==> src/rtl/dca_step_issuer_pkg.sv <==
// Shared types for the matrix step issuer: FSM encoding, instruction field positions, counter width.
// Field layout from bit 0: no_cal, load_acc, ld_sel[NUM_LOAD_CH], st_req, last; the remaining bits are opaque.
package dca_step_issuer_pkg;

    typedef enum logic [1:0] {
        ST_IDLE  = 2'd0,
        ST_CAL   = 2'd1,
        ST_DRAIN = 2'd2
    } state_e;

    localparam int IDX_NO_CAL   = 0;
    localparam int IDX_LOAD_ACC = 1;
    localparam int IDX_LD_SEL   = 2;

    function automatic int idx_st_req(input int num_load_ch);
        return IDX_LD_SEL + num_load_ch;
    endfunction

    function automatic int idx_last(input int num_load_ch);
        return IDX_LD_SEL + num_load_ch + 1;
    endfunction

    function automatic int cnt_width(input int max_out);
        return $clog2(max_out + 1);
    endfunction

endpackage

==> src/rtl/dca_matrix_step_issuer_credit.sv <==
// Saturating up/down counter of outstanding result stores; simultaneous inc and dec cancel out.
// Registered count, full/empty decoded from the register; overflow and underflow are flagged in simulation.
module dca_credit_counter #(
    parameter int MAX = 4,
    parameter int W   = 3
) (
    input  logic         clk,
    input  logic         rstnn,
    input  logic         inc,
    input  logic         dec,
    output logic [W-1:0] count,
    output logic         full,
    output logic         empty
);

    logic [W-1:0] count_q;
    logic [W-1:0] count_d;

    assign full  = (count_q == W'(MAX));
    assign empty = (count_q == '0);
    assign count = count_q;

    always_comb begin
        count_d = count_q;
        if (inc && !dec && !full) begin
            count_d = count_q + W'(1);
        end else if (dec && !inc && !empty) begin
            count_d = count_q - W'(1);
        end
    end

    always_ff @(posedge clk or negedge rstnn) begin
        if (!rstnn) begin
            count_q <= '0;
        end else begin
            count_q <= count_d;
        end
    end

    a_no_underflow: assert property (@(posedge clk) disable iff (!rstnn) !(dec && !inc && empty))
        else $error("credit counter: store completion with nothing outstanding");
    a_no_overflow: assert property (@(posedge clk) disable iff (!rstnn) !(inc && !dec && full))
        else $error("credit counter: store issued beyond the outstanding limit");

endmodule

==> src/rtl/dca_matrix_step_issuer.sv <==
// Issues matrix step instructions to load/MAC/store units (IDLE/CAL/DRAIN); issue handshakes are same-cycle combinational.
// Stalls on any unready load channel, MAC, accumulator or store credit. Perf counters built only with DCA_STEP_ISSUER_PERF_EN.
module dca_matrix_step_issuer
    import dca_step_issuer_pkg::*;
#(
    parameter int NUM_LOAD_CH   = 2,
    parameter int MAX_STORE_OUT = 4,
    parameter int BW_INST       = 32
) (
    input  logic                   clk,
    input  logic                   rstnn,
    input  logic                   clear,
    input  logic                   enable,
    output logic                   busy,
    input  logic                   inst_valid,
    input  logic [BW_INST-1:0]     inst,
    output logic                   inst_ready,
    output logic [NUM_LOAD_CH-1:0] ld_req_valid,
    input  logic [NUM_LOAD_CH-1:0] ld_req_ready,
    input  logic                   mac_ready,
    output logic                   mac_start,
    output logic [BW_INST-1:0]     mac_inst,
    input  logic                   mac_done,
    output logic                   st_req_valid,
    input  logic                   st_done,
    input  logic                   acc_ready,
    output logic                   acc_load,
    output logic                   step_last,
    output logic [31:0]            perf_issue_cnt,
    output logic [31:0]            perf_stall_cnt
);

    localparam int CW      = cnt_width(MAX_STORE_OUT);
    localparam int IDX_ST  = idx_st_req(NUM_LOAD_CH);
    localparam int IDX_LST = idx_last(NUM_LOAD_CH);

    state_e                 state_q;
    logic                   st_req_q;
    logic                   last_q;
    logic [CW-1:0]          outstanding;
    logic                   cnt_full;
    logic                   cnt_empty;

    logic                   f_no_cal;
    logic                   f_load_acc;
    logic [NUM_LOAD_CH-1:0] f_ld_sel;
    logic                   f_st_req;
    logic                   f_last;
    logic                   is_idle;
    logic                   ld_ok;
    logic                   issue;
    logic                   consume;
    logic                   st_inc;
    logic                   drain_done;

    assign f_no_cal   = inst[IDX_NO_CAL];
    assign f_load_acc = inst[IDX_LOAD_ACC];
    assign f_ld_sel   = inst[IDX_LD_SEL +: NUM_LOAD_CH];
    assign f_st_req   = inst[IDX_ST];
    assign f_last     = inst[IDX_LST];

    assign is_idle    = (state_q == ST_IDLE);
    assign ld_ok      = &(ld_req_ready | ~f_ld_sel);
    assign issue      = is_idle & enable & inst_valid & ~f_no_cal & mac_ready & ld_ok
                      & (~f_st_req | ~cnt_full);
    assign consume    = is_idle & enable & inst_valid & f_no_cal & (~f_load_acc | acc_ready);
    assign st_inc     = (state_q == ST_CAL) & mac_done & st_req_q;
    assign drain_done = (state_q == ST_DRAIN) & (cnt_empty | ((outstanding == CW'(1)) & st_done));

    // Combinational outputs are gated by rstnn so every output is 0 while reset is held.
    assign busy         = ~is_idle;
    assign inst_ready   = rstnn & (issue | consume);
    assign mac_start    = rstnn & issue;
    assign ld_req_valid = {NUM_LOAD_CH{rstnn & issue}} & f_ld_sel;
    assign mac_inst     = rstnn ? inst : '0;
    assign st_req_valid = rstnn & st_inc;
    assign acc_load     = rstnn & consume & f_load_acc;
    assign step_last    = rstnn & drain_done;

    always_ff @(posedge clk or negedge rstnn) begin
        if (!rstnn) begin
            state_q  <= ST_IDLE;
            st_req_q <= 1'b0;
            last_q   <= 1'b0;
        end else if (clear) begin
            state_q <= ST_IDLE;
        end else begin
            case (state_q)
                ST_IDLE: begin
                    if (issue) begin
                        state_q  <= ST_CAL;
                        st_req_q <= f_st_req;
                        last_q   <= f_last;
                    end
                end
                ST_CAL: begin
                    if (mac_done) begin
                        state_q <= last_q ? ST_DRAIN : ST_IDLE;
                    end
                end
                ST_DRAIN: begin
                    if (drain_done) begin
                        state_q <= ST_IDLE;
                    end
                end
                default: state_q <= ST_IDLE;
            endcase
        end
    end

    // Outstanding stores survive clear so that in-flight stores still retire against it.
    dca_credit_counter #(
        .MAX (MAX_STORE_OUT),
        .W   (CW)
    ) u_store_credit (
        .clk   (clk),
        .rstnn (rstnn),
        .inc   (st_inc),
        .dec   (st_done),
        .count (outstanding),
        .full  (cnt_full),
        .empty (cnt_empty)
    );

`ifdef DCA_STEP_ISSUER_PERF_EN
    logic [31:0] perf_issue_q;
    logic [31:0] perf_stall_q;
    logic        stall;

    assign stall = is_idle & inst_valid & enable & ~issue & ~consume;

    always_ff @(posedge clk or negedge rstnn) begin
        if (!rstnn) begin
            perf_issue_q <= '0;
            perf_stall_q <= '0;
        end else if (clear) begin
            perf_issue_q <= '0;
            perf_stall_q <= '0;
        end else begin
            if (issue) perf_issue_q <= perf_issue_q + 32'd1;
            if (stall) perf_stall_q <= perf_stall_q + 32'd1;
        end
    end

    assign perf_issue_cnt = perf_issue_q;
    assign perf_stall_cnt = perf_stall_q;
`else
    assign perf_issue_cnt = '0;
    assign perf_stall_cnt = '0;
`endif

endmodule

==> config.mk <==
export PLATFORM = sky130hd
export DESIGN_NAME = dca_matrix_step_issuer
export DESIGN_NICKNAME = d
export VERILOG_FILES = /design/src/rtl/dca_step_issuer_pkg.sv /design/src/rtl/dca_matrix_step_issuer_credit.sv /design/src/rtl/dca_matrix_step_issuer.sv
export SDC_FILE = /design/constraint.sdc
export NUM_CORES = 1
export LEC_CHECK = 0
export ABC_AREA = 1
export CAP_MARGIN = 10
export CORE_ASPECT_RATIO = 0.75
export CORE_UTILIZATION = 28
export CTS_CLUSTER_DIAMETER = 200
export DETAILED_ROUTE_END_ITERATION = 8
export PLACE_DENSITY = 0.87
export REMOVE_ABC_BUFFERS = 1
export SLEW_MARGIN = 10
export SYNTH_ARGS = -nofsm -noshare
export SYNTH_HDL_FRONTEND = slang
export SYNTH_SLANG_ARGS = --single-unit
export TNS_END_PERCENT = 50
==> constraint.sdc <==
create_clock -name clk -period 1.7 [get_ports clk]
set_input_delay 0.255 -clock clk [delete_from_list [all_inputs] [get_ports clk]]
set_output_delay 0.255 -clock clk [all_outputs]
set_load 0.02 [all_outputs]
### Yosys cells after proc, flatten, opt, wreduce, memory -nomap -nowiden

Cells that the tools add are included.

* register bits: 7
* bits in latches: 0
* bits in writable memories: 0
* memory bits (read-only): 0
* bits of input ports: 43
* output and inout bits: 104
* memories: 0

* add/sub/neg operators: 2
* multipliers: 0
* divide/modulo/power cells: 0
* order comparisons: 0
* equal/unequal tests: 7
* shift-type cells: 0
* muxes and demuxes: 9
* bitwise operators: 31
* reduce and logical (&&, ||, !) cells: 14

Operators with widths (number)
* 2-to-1 mux 32 bit: 1
* AND 1 bit: 18
* 2-to-1 mux 2 bit: 5
* 2-to-1 mux 3 bit: 2
* inequality test 3 bit (second input constant): 2
* NOT 1 bit: 6
* case mux 2 bit (3 select lines): 1
* AND reduction 3 bit: 2
* logical AND 1 bit: 4
* zero test 1 bit: 4
* OR 1 bit: 4
* adder 3 x 1 -> 3 bit (second input constant): 1
* == test 3 x 1 -> 1 bit (second input constant): 1
* == test 3 bit (second input constant): 1
* zero test 3 bit: 1
* inequality test 3 x 2 -> 1 bit (second input constant): 1
* subtractor 3 x 1 -> 3 bit (second input constant): 1
* AND 2 bit: 1
* == test 2 x 1 -> 1 bit (second input constant): 1
* == test 2 bit (second input constant): 1
* zero test 2 bit: 1
* NOT 2 bit: 1
* OR 2 bit: 1
* AND reduction 2 bit: 1
* nonzero test 2 bit: 1

### Longest topological paths before layout

Gate-level depths: netlist of run 1.

* depth in word-level cells: 10
* mapped depth: 9
* mapped depth without buffers: 9

### Modules after synthesis

Synthesis of run 1 repeated with hierarchy kept, for this count alone.

* cell total of the unflattened synthesis: 225
* area, all modules: 1348.8 µm²

By module, submodules not included
* dca_matrix_step_issuer: times used 1, cells an instance 194, area an instance 1121.1 µm²
* dca_credit_counter: times used 1, cells an instance 31, area an instance 227.7 µm²

### Least setup slack after synthesis of run 1

No wires, ideal clock.

* path type: register to output
* start point: register u_store_credit.count_q[0], in the netlist u_store_credit.count[0]
* end point: output port step_last
* arrival time: 1475 ps
* required time: 1445 ps
* setup slack: -30 ps
* cell stages (with the launch flop): 7
* path buffers: 0
* cells stage by stage: dfrtp_1 -> inv_1 -> ha_1 -> nand2_1 -> nand2_1 -> clkinv_1 -> nor4_1

* cells in the longest elaborated chain, start to end: 5
* elaborated cells between the ends (all ways): 6
* those cells by class: eq/ne: 1; bitwise: 4; reduce/logical: 1

RTL lines
* from (decl): RTL line dca_matrix_step_issuer_credit.sv:16 `logic [W-1:0] count_q;`
* from (signal assigned): RTL line dca_matrix_step_issuer_credit.sv:36 `count_q <= count_d;`
* == test 3 x 1 -> 1 bit: RTL line dca_matrix_step_issuer.sv:68 `assign drain_done = (state_q == ST_DRAIN) & (cnt_empty | ((outstanding == CW'(1)) & st_done));`
* AND 1 bit: RTL line dca_matrix_step_issuer.sv:68
* OR 1 bit (*): RTL line dca_matrix_step_issuer.sv:68
* AND 1 bit (*): RTL line dca_matrix_step_issuer.sv:68
* AND 1 bit (*): RTL line dca_matrix_step_issuer.sv:78 `assign step_last = rstnn & drain_done;`
* to (decl): RTL line dca_matrix_step_issuer.sv:28 `output logic step_last,`

Every way passes the cells marked *; elsewhere a longest branch is shown, timed or not.

### Final worst setup path of run 1

* start point: register u_store_credit.count_q[0], in the netlist u_store_credit.count[0]
* end point: output port inst_ready

* cells in the longest elaborated chain, start to end: 6

RTL lines
* == test 3 bit: RTL line dca_matrix_step_issuer_credit.sv:19 `assign full = (count_q == W'(MAX));`
* NOT 1 bit: RTL line dca_matrix_step_issuer.sv:65 `& (~f_st_req | ~cnt_full);`
* OR 1 bit: RTL line dca_matrix_step_issuer.sv:65
* AND 1 bit: RTL line dca_matrix_step_issuer.sv:65
* OR 1 bit: RTL line dca_matrix_step_issuer.sv:72 `assign inst_ready = rstnn & (issue | consume);`
* AND 1 bit: RTL line dca_matrix_step_issuer.sv:72
* to (decl): RTL line dca_matrix_step_issuer.sv:17 `output logic inst_ready,`

Every way passes these cells.

==> results of run 1 <==
report_power, final:
group,internal [mW],switching (mW)
Combinational,0.465,0.526
Clock,0.162,0.0738
Sequential,0.217,0.0427
Total,0.845,0.643
final timing paths:
kind	to	slack, ns	depth (start not counted)
max reg2reg	state_q[1]	0.28	11
min	state_q[0]	0.12	2
min reg2reg	last_q	0.50	2
max in group asynchronous	u_store_credit.count[0]	1.41	2
min in group clk	last_q	0.50	2
max	inst_ready	0.003	8
cells by family (layout without fill, tap and decap cells):
logic type / after synthesis / count (layout) / share of synthesized area
buffers and inverters: 118 / 162 / 0.518
xor gates and xnor gates: 1 / 1 / 0.00660
AOI/OAI and AO/OA: 6 / 6 / 0.0245
and+or+nand+nor: 83 / 83 / 0.278
other: 1 / 64 / 0.00283
DFF: 7 / 7 / 0.132
adders and majority gates: 4 / 4 / 0.0377
cell usage after synthesis:
library cell / n / area share
clkinv_1: 1 / 0.0028
nand3_1: 9 / 0.034
dfrtp_1: 7 / 0.13
o21ai_1: 4 / 0.015
inv_2: 2 / 0.0057
nor2_2: 2 / 0.0094
inv_1: 47 / 0.13
nand2_1: 52 / 0.15
nor2_1: 9 / 0.025
clkbuf_1: 1 / 0.0028
ha_1: 4 / 0.038
nor4_1: 1 / 0.0047
buf_2: 3 / 0.011
nor2_4: 2 / 0.017
nand3_2: 1 / 0.0075
buf_4: 64 / 0.36
or2_1: 2 / 0.0094
a21oi_1: 1 / 0.0038
nand4_1: 2 / 0.0094
o31ai_1: 1 / 0.0057
conb_1: 1 / 0.0028
nand2_2: 3 / 0.014
xor2_1: 1 / 0.0066
metrics by stage:
stage | TNS, ns | total power, mW
floorplan | -0.0303 | 0.676
finish | 0 | 1.49
global placement | -15.95 | 1.05
detailed placement | -16.00 | 1.07
global route | -0.196 | 1.62
CTS | -0.0519 | 1.44
timing repair:
action	CTS	global route
setup buffers	2	2
setup endpoints to repair	39	19
resized for setup	67	30
pin swaps	2	3
critical path: cells and delay by family (launching register included):
family | cells | cell delay (ns)
flip-flops | 1 | 0.37
buffers and inverters | 2 | 0.20
AND/OR/NAND/NOR | 4 | 0.31
AO/OA/AOI/OAI | 1 | 0.16
adder cells (fa/ha/maj) | 1 | 0.17
registers in the layout, indices dropped and copies added, names as in the netlist:
signal                cells
st_req_q                  1
u_store_credit.count      3
state_q                   2
last_q                    1
final cells by class:
cell class              count  area [µm²]
repair buffers            108        1040
fillers                   436        2190
multi-input cells         158         785
well taps                  57        71.3
clock buffers               4        45.0
inverters                  50         190
flip-flops and latches      7         175
routing by layer:
| layer | up-vias | part of all wire |
|---|---|---|
| li1 | 721 | - |
| met1 | 616 | 0.38 |
| met2 | 73 | 0.52 |
| met3 | 7 | 0.073 |
| met4 | 0 | 0.026 |
| met5 | - | 0 |
==> results.yml, run 1 <==
critical_path:
  path_class: "flip-flop to primary output"
  crit_required_ns: 1.44
  path_cells: "inv_2 -> ha_4 -> nand2_4 -> nor2_4 -> nor2_4 -> nand2_4 -> o21ai_2 -> buf_6"
  critical_path.startpoint: "u_store_credit.count[0]"
  cp-end-kind: "primary output"
  critPathMaxStageDelay_ns: 0.37
  crit_slowest_cell: "dfrtp_1"
  start_kind: "flip-flop"
  worst-path-max-fanout: 5
  worstReg2RegStart: "u_store_credit.count[1]"
  critical_path_arrival_ns: 1.44
global_route:
  grt_util_met1: 0.146
  grt_antenna_before_repair: 0
  use_met2: 0.261
  grt-ovfl-total: 0
  busiest_layer: "met2"
  grtUsageMet3: 0.0267
  grt.total_usage: 0.138
  grt_pass1_vias: 1227
  grt_pass1_wl_um: 5180
  grt_max_degree: 22
yosys:
  yosysUniqueCellTypes: 23
  syn_area_um2: 1330
  yosysWarningCount: 0
  syn_inst: 220
  synth_seq_cells: 7
  ys_seq_area_frac: 0.132
  syn_area_per_cell_um2: 6.03
die:
  boundaryPins: 147
  start_util: 0.295
  die_y_um: 61.6
  fp-row-count: 21
  die-area_um2: 5020
  core_area_um2: 4490
  die_w_um: 81.5
placed_design:
  dp_hpwl_um: 2940
  place_area_um2: 2120
  dp_cells: 376
  dp_slack_ns: -0.487
  port-buffer-count: 82
  gp_congestion: 0.807
sta:
  setup-violations-final: 0
  fin_ws_ns: 0.00348
  rsz0062_at_grt: "true"
  holdWs_ns: 0.124
  fin_worst_skew_ns: 0.00551
  hold_viol_final: 0
  min_period_over_period: 0.998
  slew_violations: 0
  fin_crit_ns: 1.70
  fmax_mhz: 589
routing:
  drtPass1Iterations: 4
  drt_iter0_markers: 30
  vias: 1417
  routed_wl_um: 3360
  via_per_inst: 3.69
  antenna_left: 0
  routedWlPerCell_um: 8.74
  drcViolationCount: 0
clock_tree:
  clkTransAtPathRegs_ns: 0.04
  numCtsBuffers: 3
  clkSinkCount: 7
  h-tree-depth: 1
  holdBufCountCts: 0
  cts-root-buf: "clkbuf_8"
  cts_tree: "built"
  cts.path.max_buffers: 2
  clk-insertion-delay-late_ns: 0.23
finish:
  insertedDiodeCount: 0
  nets: 375
  fin_util: 0.512
  synthToLayoutAreaGrowth_pct: 73.6
  design_area_um2: 2300
  stdcell_count: 384
  final_common_cell: "conb_1"
  drive_above_1_share: 0.190
  final_cell_mix: "conb_1, nand2_1, inv_1"
pwr:
  power.static_leakage_nw: 1.60
  powerDensity_nw_per_um2: 646
  vdd_ir_drop_max_mv: 0.275
hold_path:
  min_path_type: "primary input to asynchronous set/reset pin"
status:
  status: "finished clean"
job:
  drv_cap: 0
Power figures use the tool's default switching activity.
==> inputs of run 2 (changes only) <==
- ABC_AREA: 1 -> not set
- HOLD_SLACK_MARGIN: not set -> 0.06
- PLACE_DENSITY: 0.87 -> 0.88
==> run 2 against run 1 <==
Net effect: the run now ends with design-rule violations, negative setup slack left; core utilization decreased by 4.2 points; clock skew is 0.0030 ns lower; area after synthesis decreased by 2.1%; register-to-register slack got worse by 0.34 ns; first-iteration DRC count rose by 23%; clock power rose by 3%; routed wire length up 2.0%; setup slack got worse by 0.059 ns; via count down 11%; sequential cell count stayed put; largest power group unchanged.
==> results.yml, run 2 <==
status:
  status: "finished with violations"
  violations: "design-rule violations, negative setup slack"
sta:
  fin_crit_ns: 1.76
  fmax_mhz: 570
  hold_viol_final: 0
  rsz0062_at_grt: "true"
  setup_tns_ns: -0.109
  slew_violations: 0
  min_period_over_period: 1.03
  fin_worst_skew_ns: 0.00250
  fin_ws_ns: -0.0558
  setup-violations-final: 2
  holdWs_ns: 0.188
pwr:
  powerDensity_nw_per_um2: 676
  power.static_leakage_nw: 1.12
  vdd_ir_drop_max_mv: 0.364
routing:
  vias: 1267
  drt_iter0_markers: 37
  via_per_inst: 3.86
  drtPass1Iterations: 7
  routed_wl_um: 3430
  routedWlPerCell_um: 10.4
  antenna_left: 0
  drcViolationCount: 1
yosys:
  yosysWarningCount: 0
  ys_seq_area_frac: 0.135
  synth.area.top_cells: "buf_4, and2_1, dfrtp_1"
  synth_seq_cells: 7
  synth_compound_area_frac: 0.0780
  synthXorXnorAreaFrac: 0.0135
  syn_area_per_cell_um2: 7.55
  syn_inst: 172
  synth-simple-area-share: 0.284
  synth_most_common_cell: "buf_4"
  syn_area_um2: 1300
  synthAdderAreaFrac: 0.0385
  synth_top_cell_area_share: 0.370
  async_reset_ff_frac: 1.00
  synthFlopType: "dfrtp_1"
  yosys.area.top_type: "buf_4"
  yosys-mux-area-fraction: 0.0231
  synth_edf_count: 0
  synth_commonest_cells: "buf_4, and2_1, inv_1, nand3_1, nor2_1"
  yosysUniqueCellTypes: 33
  synth_top_family_by_area: "buffers and inverters"
global_route:
  grt-ovfl-total: 0
  grt_antenna_before_repair: 0
  grt.total_usage: 0.139
  grt_util_met1: 0.163
  grt_pass1_vias: 1143
  busiest_layer: "met2"
  grt_max_degree: 28
  grt_pass1_wl_um: 5160
  grtUsageMet3: 0.0165
  use_met2: 0.263
placed_design:
  gp_congestion: 0.762
  port-buffer-count: 82
  place_area_um2: 2030
  dp_hpwl_um: 2920
die:
  die_y_um: 61.0
  core_area_um2: 4470
  die_w_um: 80.6
  start_util: 0.291
  boundaryPins: 147
  die-area_um2: 4920
  fp-row-count: 21
finish:
  synthToLayoutAreaGrowth_pct: 61.9
  final_cell_mix: "conb_1, clkdlybuf4s50_1, dlygate4sd2_1"
  insertedDiodeCount: 0
  final_common_cell: "conb_1"
  largest_register_ffs: 3
  nets: 319
  multi_input_area_um2: 863
  design_area_um2: 2100
  fin_util: 0.471
  fillCellCount: 477
  seqCellArea_um2: 175
  drive_above_1_share: 0.166
critical_path:
  path_class: "flip-flop to flip-flop"
  critPathMaxStageDelay_ns: 0.36
  rrSetupSlack_ns: -0.06
  worstReg2RegStart: "u_store_credit.count[0]"
  worst-path-max-fanout: 4
  r2r-end: "st_req_q"
  start_kind: "flip-flop"
  critical_path.startpoint: "u_store_credit.count[0]"
  critical_path_arrival_ns: 1.87
  crit_slowest_cell: "dfrtp_1"
  cp-end-kind: "flip-flop"
  crit_required_ns: 1.82
  path_cells: "inv_2 -> ha_4 -> nand3_4 -> o2111ai_4 -> buf_6 -> or3_4 -> mux2_4"
  crit_end: "st_req_q"
  crit_buf_inv: 2
  crit_family: "simple AND/OR/NAND/NOR gates"
  rr_worst_depth: 7
  cp.depth: 7
clock_tree:
  clkSinkCount: 7
  clkTransAtPathRegs_ns: 0.05
  numCtsBuffers: 3
  cts.path.max_buffers: 2
  cts_tree: "built"
  cts-root-buf: "clkbuf_8"
  h-tree-depth: 1
  clk-insertion-delay-late_ns: 0.23
job:
  drv_cap: 0
hold_path:
  min_path_type: "primary input to asynchronous set/reset pin"
-- run 2: cell count changes after synthesis, sizes merged, moves of 3 or more --
| cell | before | now |
|---|---|---|
| and2 | 0 | 29 |
| clkbuf | 1 | 4 |
| inv | 49 | 9 |
| nor3 | 0 | 3 |
| a21oi | 1 | 6 |
| nor2 | 13 | 8 |
| nand2 | 55 | 3 |
-- run 2: area by class of cell --
class	count	share of cell area
Timing Repair Buffer	102	0.434
Multi-Input combinational cell	149	0.410
Sequential cell	7	0.0833
Tap cell	57	0.0339
Clock buffer	3	0.0196
Inverter	9	0.0161
Clock inverter	1	0.00238
-- run 2: what timing repair did --
action                     in CTS  in global routing
setup endpoints to repair      43                  9
gates cloned                    0                  0
gates resized for setup        75                  8
hold buffers                    0                  0
buffers inserted                3                  1
pin swaps                       4                  3
-- run 2: report_power, final --
part           switching (mW)  leakage (nW)  internal, mW
Sequential             0.0394        0.0882         0.219
Combinational           0.493          1.01         0.426
Clock                  0.0846        0.0255         0.160
-- run 2: per-layer routing --
layer  share of wire  routed length [µm]  vias to the layer above
met1            0.43                1480                      581
met5               0                   0                        -
met3           0.062                 212                        4
met4           0.011                  36                        0
met2            0.50                1700                       56
li1                -                   -                      626
-- run 2: metrics by stage --
step	power, mW	setup WS [ns]	cells
4_1_cts	1.40	-0.0652	327
6_report	1.42	-0.0558	328
5_1_grt	1.53	-0.119	328
3_5_place_dp	1.09	-0.516	320
3_3_place_gp	1.06	-0.486	320
2_1_floorplan	0.707	-0.0947	165
-- run 2: worst min-delay path by stage --
stage               slack (ns)                       to  depth (start not counted)   start
floorplan                -0.04                   last_q                          0   rstnn
CTS                       0.20  u_store_credit.count[2]                          2   rstnn
global placement          0.50                   last_q                          1  last_q
detailed placement        0.51                   last_q                          1  last_q
finish                    0.19                 st_req_q                          2   rstnn
global route              0.21                 st_req_q                          2   rstnn
-- run 2: cells by family (layout without fill, tap and decap cells) --
group                      after synthesis  count (layout)
xor gates and xnor gates                 2               2
muxes                                    2               2
AOI/OAI and AO/OA                       15              15
DFF                                      7               7
buffers and inverters                   79             115
and+or+nand+nor                         62              62
adders and majority gates                4               4
other                                    1              64
